$ cat src/rtl/cycle_pkg.sv
// rtl/cycle_pkg.sv - shared color codes, FSM states and color sequence helpers
package cycle_pkg;

  localparam logic [2:0] COLOR_RED     = 3'd0;
  localparam logic [2:0] COLOR_YELLOW  = 3'd1;
  localparam logic [2:0] COLOR_GREEN   = 3'd2;
  localparam logic [2:0] COLOR_CYAN    = 3'd3;
  localparam logic [2:0] COLOR_BLUE    = 3'd4;
  localparam logic [2:0] COLOR_MAGENTA = 3'd5;
  localparam logic [2:0] COLOR_INVALID = 3'd7;

  typedef enum logic [1:0] {
    ST_IDLE    = 2'd0,
    ST_ACQUIRE = 2'd1,
    ST_TRACK   = 2'd2
  } state_e;

  // Successor of a color in the legal six-color ring; INVALID has none.
  function automatic logic [2:0] next_color(input logic [2:0] color);
    case (color)
      COLOR_RED:     next_color = COLOR_YELLOW;
      COLOR_YELLOW:  next_color = COLOR_GREEN;
      COLOR_GREEN:   next_color = COLOR_CYAN;
      COLOR_CYAN:    next_color = COLOR_BLUE;
      COLOR_BLUE:    next_color = COLOR_MAGENTA;
      COLOR_MAGENTA: next_color = COLOR_RED;
      default:       next_color = COLOR_INVALID;
    endcase
  endfunction

  // Map LED drive levels to a color code; all-off and all-on are not colors.
  function automatic logic [2:0] decode_rgb(input logic r, input logic g, input logic b);
    case ({r, g, b})
      3'b100:  decode_rgb = COLOR_RED;
      3'b110:  decode_rgb = COLOR_YELLOW;
      3'b010:  decode_rgb = COLOR_GREEN;
      3'b011:  decode_rgb = COLOR_CYAN;
      3'b001:  decode_rgb = COLOR_BLUE;
      3'b101:  decode_rgb = COLOR_MAGENTA;
      default: decode_rgb = COLOR_INVALID;
    endcase
  endfunction

endpackage

$ cat src/rtl/bit_sync.sv
// rtl/bit_sync.sv - two-flop synchronizer for one asynchronous level
module bit_sync (
  input  logic clk,
  input  logic rst,
  input  logic d_i,
  output logic q_o
);

  logic meta_q;
  logic sync_q;

  // Two-stage capture of the asynchronous level.
  always_ff @(posedge clk or posedge rst) begin
    if (rst) begin
      meta_q <= 1'b0;
      sync_q <= 1'b0;
    end else begin
      meta_q <= d_i;
      sync_q <= meta_q;
    end
  end

  assign q_o = sync_q;

endmodule

$ cat src/rtl/cycle_monitor.sv
// rtl/cycle_monitor.sv - RGB color cycle sequence and dwell-time monitor
module cycle_monitor
  import cycle_pkg::*;
#(
  parameter int COLOR_INTERVAL = 2000000,
  parameter int TOL            = 1000
) (
  input  logic                                 clk,
  input  logic                                 rst,
  input  logic                                 red,
  input  logic                                 green,
  input  logic                                 blue,
  output logic [2:0]                           color_code,
  output logic [$clog2(COLOR_INTERVAL+TOL):0]  dwell_count,
  output logic                                 locked,
  output logic                                 seq_error,
  output logic                                 timing_error,
  output logic [7:0]                           cycles_seen
);

  localparam int DW = $clog2(COLOR_INTERVAL + TOL) + 1;
  localparam logic [DW-1:0] DWELL_ONE   = DW'(1);
  localparam logic [DW-1:0] DWELL_SAT   = '1;
  localparam logic [DW-1:0] DWELL_MIN   = DW'(COLOR_INTERVAL - TOL);
  localparam logic [DW-1:0] DWELL_MAX   = DW'(COLOR_INTERVAL + TOL);
  localparam logic [DW-1:0] DWELL_LIMIT = DW'(COLOR_INTERVAL + TOL + 1);

  logic          red_s, green_s, blue_s;
  logic [2:0]    sync_color;
  logic          transition;
  logic          legal;
  logic          in_window;

  logic [2:0]    color_q, color_d;
  logic [DW-1:0] dwell_q, dwell_d;
  state_e        state_q;
  logic          locked_q;
  logic          seq_err_q;
  logic          tim_err_q;
  logic [7:0]    cycles_q;

  bit_sync u_sync_red   (.clk(clk), .rst(rst), .d_i(red),   .q_o(red_s));
  bit_sync u_sync_green (.clk(clk), .rst(rst), .d_i(green), .q_o(green_s));
  bit_sync u_sync_blue  (.clk(clk), .rst(rst), .d_i(blue),  .q_o(blue_s));

  assign sync_color = decode_rgb(red_s, green_s, blue_s);
  assign transition = (sync_color != color_q);
  assign legal      = (sync_color == next_color(color_q));
  // dwell_q here is the finished dwell of the color being left.
  assign in_window  = (dwell_q >= DWELL_MIN) && (dwell_q <= DWELL_MAX);

  // Next color and dwell: restart at 1 on a change, otherwise count up and stick at all-ones.
  always_comb begin
    color_d = color_q;
    dwell_d = dwell_q;
    if (transition) begin
      color_d = sync_color;
      dwell_d = DWELL_ONE;
    end else if (dwell_q != DWELL_SAT) begin
      dwell_d = dwell_q + DWELL_ONE;
    end
  end

  // Current color and how long it has been held.
  always_ff @(posedge clk or posedge rst) begin
    if (rst) begin
      color_q <= COLOR_INVALID;
      dwell_q <= '0;
    end else begin
      color_q <= color_d;
      dwell_q <= dwell_d;
    end
  end

  // Lock-tracking FSM with its registered status and error pulses.
  always_ff @(posedge clk or posedge rst) begin
    if (rst) begin
      state_q   <= ST_IDLE;
      locked_q  <= 1'b0;
      seq_err_q <= 1'b0;
      tim_err_q <= 1'b0;
      cycles_q  <= 8'd0;
    end else begin
      seq_err_q <= 1'b0;
      tim_err_q <= 1'b0;
      case (state_q)
        ST_IDLE: begin
          if (transition && (sync_color != COLOR_INVALID)) begin
            state_q <= ST_ACQUIRE;
          end
        end
        ST_ACQUIRE: begin
          // First dwell after (re)acquisition is never timed.
          if (transition) begin
            if (sync_color == COLOR_INVALID) begin
              state_q <= ST_IDLE;
            end else if (legal) begin
              state_q  <= ST_TRACK;
              locked_q <= 1'b1;
            end else begin
              seq_err_q <= 1'b1;
            end
          end
        end
        ST_TRACK: begin
          if (transition) begin
            if (legal) begin
              tim_err_q <= !in_window;
              if (color_q == COLOR_MAGENTA) begin
                cycles_q <= cycles_q + 8'd1;
              end
            end else begin
              // A sequence error masks any dwell error on the same change.
              seq_err_q <= 1'b1;
              locked_q  <= 1'b0;
              state_q   <= (sync_color == COLOR_INVALID) ? ST_IDLE : ST_ACQUIRE;
            end
          end else if (dwell_q == DWELL_LIMIT) begin
            // Stuck color: flag once and drop lock so it cannot repeat.
            tim_err_q <= 1'b1;
            locked_q  <= 1'b0;
            state_q   <= ST_ACQUIRE;
          end
        end
        default: begin
          state_q  <= ST_IDLE;
          locked_q <= 1'b0;
        end
      endcase
    end
  end

  assign color_code   = color_q;
  assign dwell_count  = dwell_q;
  assign locked       = locked_q;
  assign seq_error    = seq_err_q;
  assign timing_error = tim_err_q;
  assign cycles_seen  = cycles_q;

endmodule

$ cat config.mk
export PLATFORM = sky130hd
export DESIGN_NAME = cycle_monitor
export DESIGN_NICKNAME = d
export VERILOG_FILES = /design/src/rtl/cycle_pkg.sv /design/src/rtl/bit_sync.sv /design/src/rtl/cycle_monitor.sv
export SDC_FILE = /design/constraint.sdc
export NUM_CORES = 1
export LEC_CHECK = 0
export ABC_CLOCK_PERIOD_IN_PS = 7500
export CAP_MARGIN = 20
export CORE_ASPECT_RATIO = 1.5
export CORE_MARGIN = 2
export CORE_UTILIZATION = 59
export CTS_BUF_LIST = sky130_fd_sc_hd__clkbuf_4
export DETAILED_ROUTE_END_ITERATION = 7
export PLACE_DENSITY_LB_ADDON = 0.2
export SLEW_MARGIN = 15
export SYNTH_ARGS = -nofsm -noshare
export SYNTH_HDL_FRONTEND = slang
export SYNTH_SLANG_ARGS = --single-unit
$ cat constraint.sdc
create_clock -name clk -period 7.5 [get_ports clk]
set_input_delay 1.125 -clock clk [delete_from_list [all_inputs] [get_ports clk]]
set_output_delay 1.125 -clock clk [all_outputs]
set_load 0.03 [all_outputs]
After elaboration in Yosys (flattened, before gate mapping)

Index checks and enable logic that the tools add are counted.

$add $sub $neg: 2
Eq/ne operators: 26
Bitwise operators: 1
Mux-type cells: 29
Reduce and logical (&&, ||, !) cells: 9
$lt $le $gt $ge: 2

Operators by type and width:

| operator              | count |
|---|---|
| $mux 22               | 2 |
| $pmux 3 s6            | 2 |
| $add 22x1->22 const B | 1 |
| $eq 22x21->1 const B  | 1 |
| $ge 22x21->1 const B  | 1 |
| $le 22x21->1 const B  | 1 |
| $ne 22x22->1 const B  | 1 |
| $eq 3x3->1 const B    | 6 |
| $mux 1                | 15 |
| $mux 2                | 7 |
| $eq 3x2->1 const B    | 4 |
| $ne 3x3->1 const B    | 4 |
| $add 8x1->8 const B   | 1 |
| $ne 2x2->1 const B    | 4 |
| $eq 3x1->1 const B    | 2 |
| $pmux 2 s3            | 1 |
| $reduce_and 6->1      | 1 |
| $reduce_and 5->1      | 1 |
| $reduce_and 4->1      | 1 |
| $eq 3x3->1            | 1 |
| $logic_not 3->1       | 1 |
| $ne 3x3->1            | 1 |
| $pmux 1 s3            | 1 |
| $eq 2x1->1 const B    | 1 |
| other kinds (7)       | 8 |

Output and inout port bits: 36
Register bits after elaboration: 44
Input bits: 5

Depth between registers and ports, before layout

Word-level depth: 7
Mapped depth: 8

Hierarchy

From an unflattened synthesis, not the netlist that was laid out.

Cell total of the unflattened synthesis: 276
Area, all modules: 2,656.3 um2

By module, submodules not included:

| module        | area an instance (um2) | sequential area each (um2) | cells each | instances |
|---|---|---|---|---|
| cycle_monitor | 2,494.9                | 954.7                      | 267        | 1 |
| bit_sync      | 53.8                   | 50.0                       | 3          | 3 |

Worst setup path before layout

No wires, ideal clock.

Path kind: flip-flop to flip-flop
Start: register dwell_q[16] (netlist: dwell_count[16])
End: register state_q[0]
Period minus slack after synthesis: 2.757 ns
Stages on the path, launching flop included: 9
Data required time: 7.373 ns
Path slack: 4.743 ns
Arrival time: 2.630 ns
Cell sequence: dfrtp_1 -> buf_6 -> or4b_1 -> nor4_1 -> and3_1 -> nand4_1 -> or2_0 -> a222oi_1 -> mux2_1

Cells in the longest elaborated chain, start to end: 3

RTL lines:

| element                    | line                 | RTL |
|---|---|---|
| from (decl)                | cycle_monitor.sv:35  | `logic [DW-1:0] dwell_q, dwell_d;` |
| from (signal assigned)     | cycle_monitor.sv:71  | `dwell_q <= dwell_d;` |
| $eq 22x21->1               | cycle_monitor.sv:118 | `end else if (dwell_q == DWELL_LIMIT) begin` |
| $ne 3x3->1 (no line)       | --                   |  |
| $reduce_and 5->1 (no line) | --                   |  |
| to (signal assigned)       | cycle_monitor.sv:116 | `state_q <= (sync_color == COLOR_INVALID) ? ST_IDLE : ST_ACQUIRE;` |
| to (decl)                  | cycle_monitor.sv:36  | `state_e state_q;` |

No other way between the ends.
A chain may end at the register's enable or synchronous reset.

Worst setup path after layout

Start: register color_q[0] (netlist: color_code[0])
End: output color_code[0]

RTL lines:

| element                | line                | RTL |
|---|---|---|
| from (decl)            | cycle_monitor.sv:34 | `logic [2:0] color_q, color_d;` |
| from (signal assigned) | cycle_monitor.sv:70 | `color_q <= color_d;` |
| to (decl)              | cycle_monitor.sv:13 | `output logic [2:0] color_code,` |

No word-level cell between the ends.

==> summary.md <==
| Metric | Value |
|---|---|
| Worst Hold Path Cells | 0 |
| Type of the tightest min-delay check | register to register |
| Post-route clock period utilization | approximately 39% |
| Final setup skew | approximately 0.0078 ns |
| Number of nets with antenna violations after routing | 0 |
| Quantity of hold-fixing buffers added after cts | 0 |
| Share of post-route cells with drive strength above 1 | roughly 5.2% |
| Count of final hold-check violations | 0 |
| Number of buffers inserted during clock tree synthesis | 5 |
| Number of vias after detailed routing | 2038 |
| Timing-limited maximum frequency | approximately 350 MHz |
| Net count after synthesis | approximately 260 |
| Internal Power | ~380 µW |
| Switching part of the total | roughly a third |
| Clock Root Buffer | clkbuf_4 |
| Main combinational cell family by area after synthesis | simple AND/OR/NAND/NOR gates |
| Cell Chain, Critical Path | clkdlybuf4s50_1 |
| Most frequent cell after synthesis | dfrtp_1 |
| Effective utilization at floorplan | 61.29% |
| Sequential Area | ~1100 µm² |
| Fraction of power consumed by sequential logic | between 40% and 50% |
| Die outline area | about 4600 µm² |
| Worst max-slew margin expressed relative to the limit | between 50% and 60% |
| Antenna violations before repair | 0 |
| Postcts setup bufs | 0 |
| Final total power | between 500 and 600 µW |
| Origin of the worst min-delay path | u_sync_green.meta_q |
| Worst-case reg-to-reg path depth | 7 |
| Portion of the post-synthesis area used by sequential elements | ~46% |
| Clock-pin slew on the worst setup and hold paths | roughly 0.12 ns |
| Wire length of the first global-routing pass | between 8000 and 9000 µm |
| Register-to-register setup slack | 4.65 ns |
| Number of enable flip-flop cells after synthesis | 0 |
| Multiplexer share of the synthesized area | under 10% |
| Pin count of the biggest net entering global routing | 45 |
| Worst-case vdd ir drop | about 0.00018 V |
| Complex-gate fraction of the synthesized area | approximately 12% |
| Outcome | finished, final reports clean |
| Critical Path Start Type | register |
| Flop and latch count out of synthesis | 44 |
| Delay contributed by the slowest stage of the critical path | 0.72 ns |
| Transition at the pin with the smallest max-transition slack | around 0.72 ns |
| Final TNS setup | 0 ns |
| 1st-iter DRT viols | between 80 and 90 |
| Slew Viols, Final | 0 |
| Most instantiated cells after synthesis | dfrtp_1, nor2_1, nand2_1, nand4_1, xor2_1 |
| Critical path class | register to primary output |
| Capturing element type of the critical path | primary output |
| Commonest register cell after synthesis | dfrtp_1 |
| Clock H-tree levels | 2 |
| Worst Path Arrival | 1.77 ns |
| Average routed wire per standard cell | around 15 µm |
| Per-instance average area after synthesis | about 9.6 µm² |
| Largest fanout of any net on the critical path | 13 |
| Share of flip-flops with an asynchronous set or reset after synthesis | 100.0% |
| Worst-Skew Late Latency | 0.37 ns |
| Fraction of the mapped netlist area in simple logic gates | 24.19% |
| Clock sink count | 44 |
| I/O pin count | 41 |
| Clk network pwr share | 25.8% |
| Longest Clk Path Bufs | 2 |
| Top cells by area, synth | dfrtp_1, xor2_1, ha_1 |
| Worst r2r dst | state_q[0] |
| Max Cap Viol | 0 |
| Tmin final | about 2.9 ns |
| Length of the first detailed-routing pass in iterations | 4 |
| Average vias per placed instance | approximately 6 |
| Synth warnings | 0 |
| Family of cells with the greatest summed delay on the critical path | buffers and inverters |
| Detailed-route DRC error count | 0 |
| Global placer's final weighted congestion | between 0.8 and 0.9 |
| Area fraction of the dominant cell type after synthesis | a little over two fifths |
| Number of library cell types mapped by synthesis | 50 |
| Cell area after technology mapping | around 2400 µm² |
| Number of instances resized during post-cts repair | 0 |
| CP bufs+invs | 1 |
| Remaining Overflow, GRT | 0 |
| Startpoint of the most critical register-to-register path | color_code[2] |
| Setup repair after global routing missed its margin | false |
| Highest-delay cell along the critical path | clkdlybuf4s50_1 |
| Net Switching | roughly 180 µW |
| HPWL after detailed placement | between 3000 and 4000 µm |
| Via count of the first global-routing pass | between 1500 and 2000 |
| Overall track demand over capacity in global routing | roughly a quarter |
| Endpoint of the worst hold path | u_sync_green.q_o |
| Share of total power in combinational logic | roughly 25% |
| Die width | between 50 and 60 µm |
| Adder-cell area share of the yosys netlist | roughly 4.2% |
| Final-layout fill cell count | ~300 |
| Standard-cell rows | 28 |
| Area share of xor/xnor cells in the synthesized design | under 10% |
| Core Region | 3924 µm² |
| Post-Synthesis Cells | approximately 250 |
| Overall die height | 82.19 µm |
| Required @ worst endpoint | 6.38 ns |
| Number of nets in the finished design | ~300 |
| Clock tree from TritonCTS | done |
| Multi-input logic area | around 1200 µm² |
| Count of inserted antenna diode cells | 0 |
| Leakage | 1.209 nW |
| Power density over the cells | about 190 nW/µm² |
| Total routed wirelength | 5178 µm |
| Library cell occupying the most area in the post-synthesis netlist | dfrtp_1 |
| Layout overhead on the synthesized area | 20.60% |
| Count of final setup violators | 0 |
| Port Buffer Count | 40 |
-- cells by family (layout without fill, tap and decap cells) --
group	Yosys count	count (layout)
and+or+nand+nor	112	112
DFF	44	44
AOI/OAI and AO/OA	42	42
adders and majority gates	8	8
buffers and inverters	19	59
muxes	4	4
xor gates and xnor gates	22	22
-- power groups by stage --
stage | registers, mW | logic, mW | clock network (mW)
6_report | 0.277 | 0.139 | 0.145
5_1_grt | 0.280 | 0.155 | 0.157
4_1_cts | 0.277 | 0.140 | 0.148
3_5_place_dp | 0.281 | 0.139 | 0
3_3_place_gp | 0.280 | 0.137 | 0
2_1_floorplan | 0.295 | 0.0812 | 0
-- per-stage QoR --
stage	hold WS (ns)	util, %	cells	area, µm²	setup slack, ns
2_1_floorplan	0.3312	-	251	2405	4.743
3_3_place_gp	0.3360	72.00	328	2825	4.760
3_5_place_dp	0.3347	72.00	328	2825	4.648
4_1_cts	0.3632	73.92	336	2900	4.600
5_1_grt	0.3727	73.92	336	2900	4.327
6_report	0.3586	73.92	336	2900	4.601
-- worst max-delay path by stage --
stage,cells after the start,endpoint,start
3_3_place_gp,7,state_q[0],color_code[2]
2_1_floorplan,8,state_q[0],dwell_count[16]
6_report,1,color_code[0],color_code[0]
3_5_place_dp,7,state_q[0],color_code[2]
4_1_cts,1,color_code[0],color_code[0]
5_1_grt,7,state_q[0],color_code[0]
-- sequential cells by signal, indices dropped and copies added, names as in the netlist --
register and cells:
dwell_count 22, cycles_seen 8, color_code 3, state_q 2
locked 1, seq_error 1, timing_error 1, u_sync_blue.meta_q 1
u_sync_blue.q_o 1, u_sync_green.meta_q 1, u_sync_green.q_o 1, u_sync_red.meta_q 1
u_sync_red.q_o 1
-- per-layer routing --
layer	track usage [%]	vias up	part of all wire [%]
met3	4.517	13	4.3
met5	0	-	0
met1	28.50	990	41
li1	-	974	-
met2	43.53	61	52
met4	11.43	0	2.6
-- layout by cell type (no fill, tap or decap), drive strengths merged, types with 2 or more instances in the layout --
cell type / n
clkinv: 2
a31oi: 4
ha: 8
nor3: 9
and2: 3
nand3: 7
nand4: 12
xor2: 12
a21oi: 9
and3: 7
clkbuf: 5
a21boi: 2
o21ai: 12
dfstp: 3
inv: 10
nor4b: 2
a311oi: 2
nor4: 5
nor2b: 5
xnor2: 10
a211oi: 3
or3: 7
a211o: 2
dfrtp: 41
nor2: 26
nand2: 21
clkdlybuf4s50: 40
mux2: 3
-- layout make-up --
class                           instances  area share, %
Inverter                               10          1.294
Tap cell                               45          1.941
Sequential cell                        44          38.09
Clock buffer                            5          1.294
Multi-Input combinational cell        188          42.02
Clock inverter                          3          1.294
Timing Repair Buffer                   41          14.06
No activity file was read; power rests on OpenSTA's default activity.
